`src/rtl/tt_io_pkg.sv`:
```
// Shared constants and types for the ui_in input-conditioning path.
package tt_io_pkg;

    localparam int TT_IO_WIDTH           = 8;
    localparam int TT_SYNC_STAGES        = 2;
    localparam int TT_DEBOUNCE_CYCLES    = 16;

    typedef logic [TT_IO_WIDTH-1:0] io_vec_t;

    typedef enum logic {
        ST_STABLE   = 1'b0,
        ST_COUNTING = 1'b1
    } deb_state_e;

endpackage

```
`src/rtl/tt_debounce_bit.sv`:
```
// Single-bit synchroniser, debounce counter, clean level and edge pulses.
module tt_debounce_bit
    import tt_io_pkg::*;
#(
    parameter int SYNC_STAGES     = TT_SYNC_STAGES,
    parameter int DEBOUNCE_CYCLES = TT_DEBOUNCE_CYCLES
) (
    input  logic i_clk,
    input  logic i_rst_n,
    input  logic i_ena,
    input  logic i_raw,
    output logic o_clean,
    output logic o_rise,
    output logic o_fall,
    output logic o_accept
);

    localparam int CNT_W = $clog2(DEBOUNCE_CYCLES);
    localparam logic [CNT_W-1:0] CNT_MAX = CNT_W'(DEBOUNCE_CYCLES - 1);

    logic [SYNC_STAGES-1:0] r_sync;
    logic [CNT_W-1:0]       r_count;
    logic                   r_clean;
    logic                   r_rise;
    logic                   r_fall;

    logic [CNT_W-1:0]       w_count_nxt;
    logic                   w_clean_nxt;
    logic                   w_synced;
    logic                   w_diff;
    logic                   w_accept;
    deb_state_e             w_state;

    assign w_synced = r_sync[SYNC_STAGES-1];
    assign w_diff   = w_synced ^ r_clean;
    // The counter value itself is the state: zero means no pending change.
    assign w_state  = (r_count == '0) ? ST_STABLE : ST_COUNTING;

    always_ff @(posedge i_clk or negedge i_rst_n) begin
        if (!i_rst_n) begin
            r_sync  <= '0;
            r_count <= '0;
            r_clean <= 1'b0;
            r_rise  <= 1'b0;
            r_fall  <= 1'b0;
        end else begin
            r_sync  <= {r_sync[SYNC_STAGES-2:0], i_raw};
            r_count <= w_count_nxt;
            r_clean <= w_clean_nxt;
            r_rise  <= w_accept & w_synced;
            r_fall  <= w_accept & ~w_synced;
        end
    end

    always_comb begin
        w_count_nxt = r_count;
        w_clean_nxt = r_clean;
        unique case (w_state)
            ST_STABLE: begin
                if (w_diff && i_ena) begin
                    w_count_nxt = CNT_W'(1);
                end
            end
            ST_COUNTING: begin
                if (!w_diff) begin
                    w_count_nxt = '0;
                end else if (i_ena) begin
                    if (r_count == CNT_MAX) begin
                        w_count_nxt = '0;
                        w_clean_nxt = w_synced;
                    end else begin
                        w_count_nxt = r_count + 1'b1;
                    end
                end
            end
            default: w_count_nxt = '0;
        endcase
    end

    always_comb begin
        w_accept = w_diff && i_ena && (r_count == CNT_MAX);
        o_accept = w_accept;
        o_clean  = r_clean;
        o_rise   = r_rise;
        o_fall   = r_fall;
    end

endmodule

```
`src/rtl/tt_input_debounce.sv`:
```
// Conditions the ui_in switches: per-bit sync + debounce, with edge pulses.
module tt_input_debounce
    import tt_io_pkg::*;
#(
    parameter int WIDTH           = TT_IO_WIDTH,
    parameter int SYNC_STAGES     = TT_SYNC_STAGES,
    parameter int DEBOUNCE_CYCLES = TT_DEBOUNCE_CYCLES
) (
    input  logic             clk,
    input  logic             rst_n,
    input  logic             ena,
    input  logic [WIDTH-1:0] raw_in,
    output logic [WIDTH-1:0] clean_out,
    output logic [WIDTH-1:0] rise,
    output logic [WIDTH-1:0] fall,
    output logic             changed
);

    logic [WIDTH-1:0] w_accept;
    logic             r_changed;

    for (genvar g = 0; g < WIDTH; g++) begin : g_bit
        tt_debounce_bit #(
            .SYNC_STAGES     (SYNC_STAGES),
            .DEBOUNCE_CYCLES (DEBOUNCE_CYCLES)
        ) u_bit (
            .i_clk    (clk),
            .i_rst_n  (rst_n),
            .i_ena    (ena),
            .i_raw    (raw_in[g]),
            .o_clean  (clean_out[g]),
            .o_rise   (rise[g]),
            .o_fall   (fall[g]),
            .o_accept (w_accept[g])
        );
    end

    // Registered from the same acceptance terms so it aligns with rise/fall.
    always_ff @(posedge clk or negedge rst_n) begin
        if (!rst_n) begin
            r_changed <= 1'b0;
        end else begin
            r_changed <= |w_accept;
        end
    end

    assign changed = r_changed;

endmodule

```
`config.mk`:
```
export PLATFORM = sky130hd
export DESIGN_NAME = tt_input_debounce
export DESIGN_NICKNAME = d
export VERILOG_FILES = /design/src/rtl/tt_io_pkg.sv /design/src/rtl/tt_debounce_bit.sv /design/src/rtl/tt_input_debounce.sv
export SDC_FILE = /design/constraint.sdc
export NUM_CORES = 1
export LEC_CHECK = 0
export ABC_AREA = 0
export BUFFER_PORTS_ARGS = -buffer_cell sky130_fd_sc_hd__buf_2
export CORE_AREA = 2 2 67 117
export CTS_CLUSTER_DIAMETER = 80
export DETAILED_ROUTE_END_ITERATION = 10
export DIE_AREA = 0 0 69 119
export PLACE_DENSITY = 0.71
export SETUP_SLACK_MARGIN = 0.05
export SYNTH_ARGS = -nofsm -noshare
export SYNTH_HDL_FRONTEND = slang
export SYNTH_SLANG_ARGS = --single-unit
```
`constraint.sdc`:
```
create_clock -name clk -period 1.5 [get_ports clk]
set_clock_uncertainty 0.1 [all_clocks]
set_input_delay 0.075 -clock clk [delete_from_list [all_inputs] [get_ports clk]]
set_output_delay 0.075 -clock clk [all_outputs]
set_load 0.02 [all_outputs]
```
Word level (Yosys, flattened, before mapping)
Cells that the tools add are included.

Bitwise operators: 40. Muxes and demuxes: 48. Reduce and logical (&&, ||, !) cells: 41. Eq/ne operators: 24. Add/sub/neg operators: 8.

Operators by type and width (count): $mux 4 (32); $pmux 4 s2 (8); $add 4x1->4 const B (8); $eq 4x4->1 const B (8); $logic_not 4->1 (8); $reduce_and 4->1 (8); $ne 3x3->1 const B (8); $and 1x1->1 (16); $logic_and 1x1->1 (16); $ne 2x2->1 const B (8); $not 1->1 (16); $reduce_and 2->1 (8); $mux 1 (8); $reduce_or 8->1 (1); $xor 1x1->1 (8).

Logic and storage cells: 202. Output and inout port bits: 25. Register bits: 73.

Longest topological paths before layout
Gate-level depths: netlist of run 1.

Depth after elaboration: 5. Depth in mapped cells: 6. Depth with buffers taken out: 5.

Cells and area by module
From an unflattened synthesis of run 1, not the netlist that was laid out.

Cell total of the unflattened synthesis: 284. Area, all modules: 3314.4 µm².

Modules (own cells, without submodules): tt_debounce_bit (cells an instance 35, times used 8, sequential area each 225.2 µm², area each 409.1 µm²); tt_input_debounce (cells an instance 4, times used 1, sequential area each 25.0 µm², area each 41.3 µm²).

Worst setup path after synthesis of run 1
Ideal clock, no wire load.

Kind: register to register. Start: register g_bit[2].u_bit.r_count[0]. End: register r_changed (netlist: changed). Arrival time: 1.354 ns. Cell stages (with the launch flop): 5. Period minus slack after synthesis: 1.593 ns. Slack: -0.093 ns. Required time: 1.262 ns. Path through: dfrtp_1 ha_1 nand4_1 o22ai_1 or4_1.

Longest elaborated chain between the ends: 3.

Ends and longest elaborated chain: start, declared (RTL line tt_debounce_bit.sv:22) `logic [CNT_W-1:0] r_count;`; start signal, assigned (RTL line tt_debounce_bit.sv:48) `r_count <= w_count_nxt;`; $eq 4x4->1 (RTL line tt_debounce_bit.sv:81) `w_accept = w_diff && i_ena && (r_count == CNT_MAX);`; $logic_and 1x1->1 (RTL line tt_debounce_bit.sv:81); $reduce_or 8->1 (RTL line tt_input_debounce.sv:43) `r_changed <= |w_accept;`; end signal, assigned (RTL line tt_input_debounce.sv:43); end, declared (RTL line tt_input_debounce.sv:20) `logic r_changed;`.

No other way between the ends. A chain may end at the register's enable or synchronous reset.

Final worst setup path of run 1
Start: register g_bit[5].u_bit.r_count[1]. End: register g_bit[5].u_bit.r_count[1].

Longest elaborated chain between the ends: 5.

Ends and longest elaborated chain: start, declared (RTL line tt_debounce_bit.sv:22); start signal, assigned (RTL line tt_debounce_bit.sv:48); $add 4x1->4 / $eq 4x4->1 (equally long branches) (RTL line tt_debounce_bit.sv:72, tt_debounce_bit.sv:68); $mux 4 (RTL line tt_debounce_bit.sv:68) `if (r_count == CNT_MAX) begin`; $mux 4 (RTL line tt_debounce_bit.sv:67) `end else if (i_ena) begin`; $mux 4 (RTL line tt_debounce_bit.sv:65) `if (!w_diff) begin`; $pmux 4 s2 (RTL line tt_debounce_bit.sv:58) `unique case (w_state)`.

Parallel ways exist; a longest one is shown, timed or not. The select of a mux whose other input is x is not followed.

==> flow_summary_export.csv, run 1 <==
group,metric,value,unit
floorplan,die_y,119,µm
finish,fin_nets,443,
routing,ant_nets,0,
timing,final_max_slew_viol_count,0,
global_routing,grt.overflow.total,0,
timing,rsz0062_at_grt,"true",
worst_setup_path,end_kind,"flip-flop",
routing,routedWlPerCell,15.33,µm
status,violations,"negative setup slack",
timing,finalSetupViolations,12,
floorplan,ios,36,
logic_synthesis,synth_cell_type_count,34,
routing,vias_per_cell,5.529,
logic_synthesis,yosysTopAreaCellShare,0.5105,
timing,max-slew-margin-rel,0.7523,
worst_setup_path,regToRegStartpoint,"g_bit[5].u_bit.r_count[1]",
power_and_ir_drop,peakVddDrop,0.001295,V
power_and_ir_drop,p_seq_frac,0.356,
clock_tree,cts_buffer_depth,2,
floorplan,initial_core_util,0.4864,
worst_setup_path,r2r_end,"g_bit[5].u_bit.r_count[1]",
routing,initialDrtViolationCount,130,
hold_path,hold_path_class,"in -> async",
power_and_ir_drop,powerDensity,1399,nW/µm²
logic_synthesis,seq_area_frac_synth,0.5105,
worst_setup_path,rrSetupSlack,-90,ps
power_and_ir_drop,power.internal,4.814,mW
logic_synthesis,synth_edf_count,0,
timing,whs,90.05,ps
worst_setup_path,crit_fanout,4,
logic_synthesis,yosysWarnings,0,
timing,finalCritPeriodShare,1.061,
worst_setup_path,cp.required,1660,ps
timing,hold_viol_final,0,
worst_setup_path,timing.critical_path.from,"g_bit[5].u_bit.r_count[1]",
worst_setup_path,crit_arrival,1750,ps
worst_setup_path,reg2reg_depth,5,
clock_tree,cts_tree,"yes",
global_routing,grt_max_degree,28,
finish,area_growth_syn_to_layout,36.12,%
global_routing,grt_pass1_wl,12650,µm
placement,place_congestion,0.8081,
logic_synthesis,synth_area_leader_cell,"dfrtp_1",
logic_synthesis,synth.area.top_cells,"dfrtp_1 (51%), ha_1 (5.6%), buf_4 (5.2%), a21oi_1 (3.5%), xnor2_4 (3.1%)",
clock_tree,cts_sinks,73,
placement,port_buffers,35,
finish,drive_above_1_share,0.4797,
floorplan,dieWidth,69,µm
routing,drt_pass1_iterations,4,
logic_synthesis,synth_flop_cell,"dfrtp_1",
logic_synthesis,synth-seq-cells,73,
clock_tree,clk_latency,330,ps
logic_synthesis,synthCells,314,
placement,placed_cells,462,
timing,worst_pin_slew,370.3,ps
floorplan,fp.coreArea,7357,µm²
floorplan,rows,42,
clock_tree,cts_buffers,9,
power_and_ir_drop,p_sw_frac,0.2936,
flow_run,drv_cap,0,
power_and_ir_drop,power.share.clock,0.282,
logic_synthesis,async_reset_ff_frac,1.000,
routing,wirelength,7771,µm
logic_synthesis,avgSynthCellArea,11.40,µm²
clock_tree,h-tree-depth,3,
worst_setup_path,start_kind,"flip-flop",
power_and_ir_drop,p_leak,2.271,nW
timing,min_period,1592,ps
routing,drc,0,
floorplan,die-area,8211,µm²
status,status,"finished, violations left",
global_routing,grt_pass1_vias,2863,
finish,antenna_cells,0,
finish,fin_cells,507,
worst_setup_path,cp-endpoint,"g_bit[5].u_bit.r_count[1]",
worst_setup_path,critical_path_class,"reg -> reg",
timing,max_freq,628.2,MHz
clock_tree,path_clk_slew,50,ps
power_and_ir_drop,switchingPower,2.001,mW
placement,dpl.hpwl,5009,µm
global_routing,antenna_found_initial,0,
global_routing,grtUsageTotal,0.1956,
logic_synthesis,syn-cell-area,3578,µm²
logic_synthesis,synth_nets,341,
clock_tree,cts_root_buf,"clkbuf_16",
timing,setup_slack,-91.74,ps
power_and_ir_drop,pwr-share-comb,0.362,
routing,num_vias,2803,
## registers in the layout, summed over array words and instances, names as in the netlist
| name | cells |
|---|---|
| changed | 1 |
| g_bit.u_bit.o_clean | 8 |
| g_bit.u_bit.o_fall | 8 |
| g_bit.u_bit.o_rise | 8 |
| g_bit.u_bit.r_count | 32 |
| g_bit.u_bit.r_sync | 16 |
## cells in the mapped netlist (9+ instances only)
cell type / number
dfrtp_1: 73
a21oi_1: 25
buf_4: 25
nand2_1: 23
inv_1: 18
ha_1: 16
o21ai_0: 16
or3b_2: 12
nor3_1: 10
mux2_2: 9
nand4_1: 9
nor3b_1: 9
## worst min-delay path by stage
stage,depth (start not counted),slack (ps),from,endpoint
global placement,1,-100,rst_n,g_bit[0].u_bit.r_sync[0]
CTS,2,80,rst_n,g_bit[7].u_bit.o_clean
global route,2,110,rst_n,g_bit[0].u_bit.r_sync[0]
detailed placement,1,-100,rst_n,g_bit[0].u_bit.r_sync[0]
finish,2,90,rst_n,g_bit[0].u_bit.r_sync[0]
floorplan,0,-320,rst_n,changed
## layout make-up
type                            instances  area (µm²)
Fill cell                             558        2486
Sequential cell                        73        1827
Multi-Input combinational cell        194        1719
Timing Repair Buffer                  120       883.3
Clock buffer                           14       264.0
Tap cell                               88       110.1
Inverter                               18       67.56
## worst max-delay path: stages, from the launching register on
cell and delay [ps]:
dfrtp_1 400, inv_2 90, ha_4 120, or3b_4 390
mux2_4 270, o21ai_2 140
## power by group through the flow
| stage | clock (mW) | sequential [mW] | combinational (mW) |
|---|---|---|---|
| 2_1_floorplan | 0 | 2.43 | 1.08 |
| 3_3_place_gp | 0 | 2.44 | 1.64 |
| 3_5_place_dp | 0 | 2.46 | 1.73 |
| 4_1_cts | 1.96 | 2.42 | 2.11 |
| 5_1_grt | 2.03 | 2.46 | 2.69 |
| 6_report | 1.92 | 2.43 | 2.46 |
## cell usage in the layout, fill, tap and decap left out, types with 4 or more instances in the layout
cell,Yosys,final
nor2_1,8,8
buf_2,1,34
dlygate4sd3_1,0,9
a21oi_1,25,17
ha_2,0,9
inv_1,18,6
a32o_1,7,7
ha_4,0,6
nor3b_1,9,8
dfrtp_1,73,73
clkbuf_16,0,9
buf_4,25,72
a31oi_1,7,7
or3b_4,0,13
mux2_4,0,5
nand2_1,23,22
inv_2,0,12
xnor2_4,4,4
a22o_1,6,6
mux2_2,9,4
o21ai_2,0,7
a21oi_2,0,8
or4_1,7,5
nand4_1,9,9
o21ai_0,16,6
mux2i_1,6,5
nor3_1,10,10
## metal layers
layer | share of wire | routed length (µm) | track usage
met3 | 0.032 | 251 | 0.04992
met4 | 0.038 | 292 | 0.1213
met1 | 0.38 | 2954 | 0.2069
met2 | 0.55 | 4272 | 0.3413
met5 | 0 | 0 | 0
## per-stage QoR
step / setup WS [ps] / utilization / power [mW] / TNS, ps / cell area [µm²]
6_report: -91.74 / 0.6621 / 6.815 / -444.2 / 4871
4_1_cts: -83.86 / 0.6395 / 6.482 / -217.8 / 4705
3_3_place_gp: -45.58 / 0.5656 / 4.077 / -131.0 / 4161
5_1_grt: -133.4 / 0.6621 / 7.188 / -1426 / 4871
2_1_floorplan: -42.56 / - / 3.513 / -69.21 / 3650
3_5_place_dp: -116.5 / 0.5656 / 4.181 / -631.0 / 4161
## kinds of logic after synthesis
| family | count (synthesis) | synth area share |
|---|---|---|
| and+or+nand+nor | 83 | 0.1339 |
| DFF | 73 | 0.5105 |
| muxes | 15 | 0.04511 |
| AOI/OAI and AO/OA | 70 | 0.1227 |
| buffers and inverters | 47 | 0.08007 |
| xor gates and xnor gates | 10 | 0.05175 |
| adders and majority gates | 16 | 0.05594 |
## what timing repair did
item / CTS / global route
endpoints found under the setup margin: 23 / 35
buffers inserted: 14 / 11
endpoints found under the hold margin: 81 / 0
hold buffers: 9 / 0
resized for setup: 28 / 34
pin swaps: 19 / 18
Power figures use the tool's default switching activity.
==> inputs of run 2 (changes only) <==
--- a/config.mk
+++ b/config.mk
@@ -7,11 +7,14 @@
 export LEC_CHECK = 0
 export ABC_AREA = 0
 export BUFFER_PORTS_ARGS = -buffer_cell sky130_fd_sc_hd__buf_2
-export CORE_AREA = 2 2 67 117
+export CELL_PAD_IN_SITES_DETAIL_PLACEMENT = 0
+export CELL_PAD_IN_SITES_GLOBAL_PLACEMENT = 1
+export CORE_AREA = 2 2 73 128
 export CTS_CLUSTER_DIAMETER = 80
 export DETAILED_ROUTE_END_ITERATION = 10
-export DIE_AREA = 0 0 69 119
-export PLACE_DENSITY = 0.71
+export DIE_AREA = 0 0 75 130
+export GPL_TIMING_DRIVEN = 0
+export PLACE_DENSITY_LB_ADDON = 0.1
 export SETUP_SLACK_MARGIN = 0.05
 export SYNTH_ARGS = -nofsm -noshare
 export SYNTH_HDL_FRONTEND = slang
==> run 2 against run 1 <==
The flow still finishes with violations (negative setup slack). Hold slack lost 2.0 ps. First-iteration DRC count rose by 6.9%. Largest cell class unchanged. Sequential share of layout area down 1.0 points. Sequential power grew 5%. Critical path depth unchanged. Register-to-register slack lost 20 ps. Die area rose by 19%. Design area up 3.4%. Critical endpoint unchanged. Global-route usage is 1.8 points lower. Cell count up 6.1%. Combinational power shrank 12%. Power grew 3.8%.
==> flow_summary_export.csv, run 2 (synthesis results as in run 1) <==
group,metric,value,unit
clock_tree,cts_buffers,9,
timing,max-slew-margin-rel,0.5437,
timing,setup_slack,-110.8,ps
global_routing,grt.overflow.total,0,
routing,routedWlPerCell,14.80,µm
timing,whs,88.08,ps
global_routing,antenna_found_initial,0,
timing,max_freq,620.8,MHz
placement,place_congestion,0.7887,
clock_tree,clk_latency,330,ps
timing,finalSetupViolations,15,
timing,rsz0062_at_grt,"true",
finish,fillers,768,
clock_tree,h-tree-depth,3,
routing,initialDrtViolationCount,139,
clock_tree,path_clk_slew,60,ps
global_routing,grtUsageTotal,0.1779,
clock_tree,cts_tree,"yes",
clock_tree,cts_root_buf,"clkbuf_16",
floorplan,fp.coreArea,8806,µm²
floorplan,die-area,9750,µm²
power_and_ir_drop,p_leak,2.272,nW
finish,seq_area,1838,µm²
routing,vias_per_cell,5.084,
power_and_ir_drop,peakVddDrop,0.0007780,V
routing,ant_nets,0,
floorplan,die_y,130,µm
worst_setup_path,start_kind,"flip-flop",
worst_setup_path,critical_path_class,"reg -> reg",
global_routing,grt_pass1_wl,12940,µm
worst_setup_path,crit_arrival,1780,ps
worst_setup_path,end_kind,"flip-flop",
floorplan,initial_core_util,0.4064,
hold_path,hold_path_class,"in -> reg",
placement,dpl.hpwl,4915,µm
floorplan,dieWidth,75,µm
routing,num_vias,2735,
timing,min_period,1611,ps
placement,place_area,4000,µm²
finish,area_growth_syn_to_layout,40.73,%
status,violations,"negative setup slack",
status,status,"finished, violations left",
flow_run,drv_cap,0,
placement,port_buffers,34,
clock_tree,cts_buffer_depth,2,
timing,final_max_slew_viol_count,0,
clock_tree,cts_sinks,73,
power_and_ir_drop,powerDensity,1405,nW/µm²
finish,largest_reg_flops,32,
global_routing,grt_pass1_vias,2755,
finish,final_common_cell,"buf_4",
finish,drive_above_1_share,0.5120,
worst_setup_path,cp.required,1670,ps
floorplan,ios,36,
finish,multi_input_comb_area,1805,µm²
routing,wirelength,7962,µm
global_routing,grt_max_degree,44,
routing,drc,0,
timing,worst_pin_slew,684.5,ps
finish,fin_nets,440,
timing,hold_viol_final,0,
timing,finalCritPeriodShare,1.074,
floorplan,rows,46,
worst_setup_path,crit_fanout,5,
finish,most-common-layout-cells,"buf_4 (69), dfrtp_1 (64), buf_2 (34)",
finish,antenna_cells,0,
finish,top_register,"g_bit.u_bit.r_count",
finish,design_area,5036,µm²
routing,drt_pass1_iterations,4,
finish,fin_util,0.5719,
finish,largest_registers,"g_bit.u_bit.r_count x32, g_bit.u_bit.r_sync x16",
## run 2: per-stage QoR
step	std cells	total power [mW]	setup TNS, ps	setup WS (ps)
floorplan	314	3.513	-69.21	-42.56
global placement	468	3.855	-18930	-264.3
detailed placement	469	3.874	-1065	-231.2
CTS	523	6.709	-443.3	-95.28
global route	538	7.482	-1471	-168.3
finish	538	7.076	-680.0	-110.8
## run 2: area by class of cell
cell class,count,area share
flip-flops and latches,73,0.3650
multi-input cells,194,0.3585
repair buffers,88,0.1240
clock buffers,12,0.05093
plain buffers,29,0.04348
well taps,120,0.02981
clock inverters,4,0.01491
inverters,18,0.01342
## run 2: worst paths after layout
check,from,end,slack (ps),cells after the start
worst max-delay path,g_bit[5].u_bit.r_count[1],g_bit[5].u_bit.r_count[1],-110,5
min in group asynchronous,rst_n,g_bit[4].u_bit.r_sync[1],120,2
max in group asynchronous,rst_n,g_bit[7].u_bit.r_count[0],620,3
worst min register to register,g_bit[7].u_bit.r_sync[0],g_bit[7].u_bit.r_sync[1],240,0
worst max register to register,g_bit[5].u_bit.r_count[1],g_bit[5].u_bit.r_count[1],-110,5
worst min-delay path,ena,g_bit[5].u_bit.o_fall,90,4
## run 2: what timing repair did
item / CTS / global route
hold buffers: 9 / 0
buffers inserted: 29 / 16
hold endpoints to repair: 81 / 0
gates resized for setup: 33 / 44
pin swaps: 33 / 21
endpoints found under the setup margin: 26 / 36
## run 2: worst max-delay path, cell delays in order (launching register included)
cell	delay (ps)
dfrtp_1	420
inv_2	100
ha_4	120
or3b_4	400
mux2_4	280
o21ai_2	130
## run 2: metal layers
metal / vias up / track usage / part of all wire
li1: 1317 / - / -
met1: 1370 / 0.2010 / 0.40
met2: 33 / 0.3019 / 0.55
met3: 15 / 0.04865 / 0.028
met4: 0 / 0.08613 / 0.027
met5: - / 0 / 0
## run 2: power breakdown
part / internal (mW) / total (mW) / leakage (nW) / switching [mW]
clock network: 1.55 / 2.37 / 0.155 / 0.818
logic: 1.26 / 2.16 / 1.16 / 0.899
registers: 2.21 / 2.55 / 0.954 / 0.345
==> inputs of run 3 (changes only) <==
--- a/config.mk
+++ b/config.mk
@@ -9,10 +9,10 @@
 export BUFFER_PORTS_ARGS = -buffer_cell sky130_fd_sc_hd__buf_2
 export CELL_PAD_IN_SITES_DETAIL_PLACEMENT = 0
 export CELL_PAD_IN_SITES_GLOBAL_PLACEMENT = 1
-export CORE_AREA = 2 2 73 128
+export CORE_AREA = 2 2 67 117
 export CTS_CLUSTER_DIAMETER = 80
 export DETAILED_ROUTE_END_ITERATION = 10
-export DIE_AREA = 0 0 75 130
+export DIE_AREA = 0 0 69 119
 export GPL_TIMING_DRIVEN = 0
 export PLACE_DENSITY_LB_ADDON = 0.1
 export SETUP_SLACK_MARGIN = 0.05
==> constraint.sdc (replaced) <==
create_clock -name clk -period 2 [get_ports clk]
set_clock_uncertainty 0.1 [all_clocks]
set_input_delay 0.1 -clock clk [delete_from_list [all_inputs] [get_ports clk]]
set_output_delay 0.1 -clock clk [all_outputs]
set_load 0.02 [all_outputs]
==> run 3 against run 2 <==
The flow now finishes without violations. Non-clock buffer count decreased by 44. Critical path depth fell by 1. Core utilization grew 0.82 points. Largest power group unchanged.
==> flow_summary_export.csv, run 3 (synthesis results as in run 1) <==
group,metric,value,unit
routing,routedWlPerCell,15.09,µm
routing,wirelength,6972,µm
power_and_ir_drop,p_leak,2.018,nW
power_and_ir_drop,power.internal,3.090,mW
clock_tree,postCtsSetupRepairBufs,0,
finish,fin_nets,396,
clock_tree,cts_tree,"yes",
worst_setup_path,cp.required,2100,ps
timing,finalSetupViolations,0,
global_routing,antenna_found_initial,0,
timing,final_max_slew_viol_count,0,
timing,rsz0062_at_grt,"false",
placement,port_buffers,34,
finish,largest_registers,"g_bit.u_bit.r_count x32, g_bit.u_bit.r_sync x16",
routing,num_vias,2530,
worst_setup_path,crit_arrival,1870,ps
power_and_ir_drop,powerDensity,1023,nW/µm²
power_and_ir_drop,p_sw_frac,0.2925,
floorplan,fp.coreArea,7357,µm²
finish,largest_reg_flops,32,
floorplan,dieWidth,69,µm
hold_path,min_path_cells,3,
timing,hold_viol_final,0,
clock_tree,h-tree-depth,3,
global_routing,grt_max_degree,43,
placement,place_congestion,0.7847,
clock_tree,cts_root_buf,"clkbuf_16",
routing,initialDrtViolationCount,180,
finish,fillers,645,
worst_setup_path,reg2reg_depth,4,
worst_setup_path,start_kind,"flip-flop",
routing,drt_pass1_iterations,4,
timing,max-slew-margin-rel,0.6154,
floorplan,die-area,8211,µm²
worst_setup_path,critical_path_class,"reg -> reg",
routing,drc,0,
finish,top_register,"g_bit.u_bit.r_count",
hold_path,hold_path_class,"in -> reg",
worst_setup_path,end_kind,"flip-flop",
clock_tree,cts_sinks,73,
worst_setup_path,crit_fanout,6,
clock_tree,path_clk_slew,60,ps
timing,finalCritPeriodShare,0.8853,
status,status,"finished clean",
clock_tree,cts_buffers,9,
placement,dpl.hpwl,4814,µm
finish,multi_input_comb_area,1465,µm²
finish,final_common_cell,"dfrtp_1",
finish,area_growth_syn_to_layout,19.27,%
power_and_ir_drop,peakVddDrop,0.0006373,V
flow_run,drv_cap,0,
power_and_ir_drop,total_power,4.368,mW
global_routing,grt.overflow.total,0,
floorplan,rows,42,
floorplan,ios,36,
finish,seq_area,1827,µm²
global_routing,grt_pass1_vias,2563,
global_routing,grtUsageTotal,0.1877,
routing,ant_nets,0,
timing,min_period,1771,ps
power_and_ir_drop,pwr-share-comb,0.212,
timing,worst_pin_slew,576.9,ps
finish,antenna_cells,0,
floorplan,initial_core_util,0.4864,
clock_tree,clk_latency,330,ps
power_and_ir_drop,switchingPower,1.277,mW
finish,most-common-layout-cells,"dfrtp_1 (73), buf_2 (34), buf_4 (26)",
floorplan,die_y,119,µm
power_and_ir_drop,p_seq_frac,0.422,
timing,max_freq,564.8,MHz
routing,vias_per_cell,5.476,
timing,setup_tns,0,ps
clock_tree,cts_buffer_depth,2,
finish,drive_above_1_share,0.2861,
power_and_ir_drop,power.share.clock,0.366,
global_routing,grt_pass1_wl,12050,µm
clock_tree,cts_resized,0,
run 3: routing by layer:
| layer | up-vias | GRT usage | part of all wire |
|---|---|---|---|
| li1 | 1234 | - | - |
| met1 | 1245 | 0.2129 | 0.41 |
| met2 | 49 | 0.3239 | 0.55 |
| met3 | 2 | 0.05076 | 0.034 |
| met4 | 0 | 0.08824 | 0.0073 |
| met5 | - | 0 | 0 |
run 3: path summary, 6_finish.rpt:
check	slack, ps	to	start
min in group asynchronous	150	g_bit[4].u_bit.r_count[0]	rst_n
max in group asynchronous	1090	g_bit[5].u_bit.r_count[1]	rst_n
worst max-delay path	230	changed	g_bit[2].u_bit.r_count[0]
worst min-delay path	80	g_bit[1].u_bit.o_fall	ena
worst max register to register	230	changed	g_bit[2].u_bit.r_count[0]
worst min register to register	250	g_bit[6].u_bit.r_sync[1]	g_bit[6].u_bit.r_sync[0]
run 3: final cells by class:
class                      count  share of cell area
buffer                        29             0.05130
clock buffer                  10             0.05600
clock inverter                 6             0.01349
inverter                      18             0.01583
multi-input combinational    194              0.3433
sequential                    73              0.4280
tap                           88             0.02580
timing repair buffer          44             0.06626
run 3: timing repair:
action | in CTS | in global routing
setup endpoints to repair | 0 | 0
hold buffers | 9 | 0
hold endpoints to repair | 40 | 0
run 3: metrics by stage:
step | setup WS [ps] | cell area, µm² | utilization | hold slack, ps | std cells
after floorplan | 407.0 | 3578 | - | -295.6 | 314
after global placement | 227.3 | 3859 | 0.5245 | 107.8 | 436
after detailed placement | 224.4 | 3881 | 0.5276 | -26.31 | 437
after CTS | 213.3 | 4268 | 0.5801 | 62.83 | 462
after global routing | 110.6 | 4268 | 0.5801 | 87.02 | 462
final | 229.3 | 4268 | 0.5801 | 81.00 | 462
run 3: power by group through the flow:
stage                     clock network [mW]  registers (mW)  logic (mW)
after floorplan                            0            1.82       0.714
after global placement                     0            1.86       0.898
after detailed placement                   0            1.87       0.916
after CTS                               1.64            1.84       0.935
after global routing                    1.70            1.88        1.08
final                                   1.60            1.84       0.926
run 3: worst max-delay path: stages (launching register included):
cell     delay (ps)
dfrtp_1         440
ha_1            260
nand4_1         180
o22ai_1         120
or4_1           540
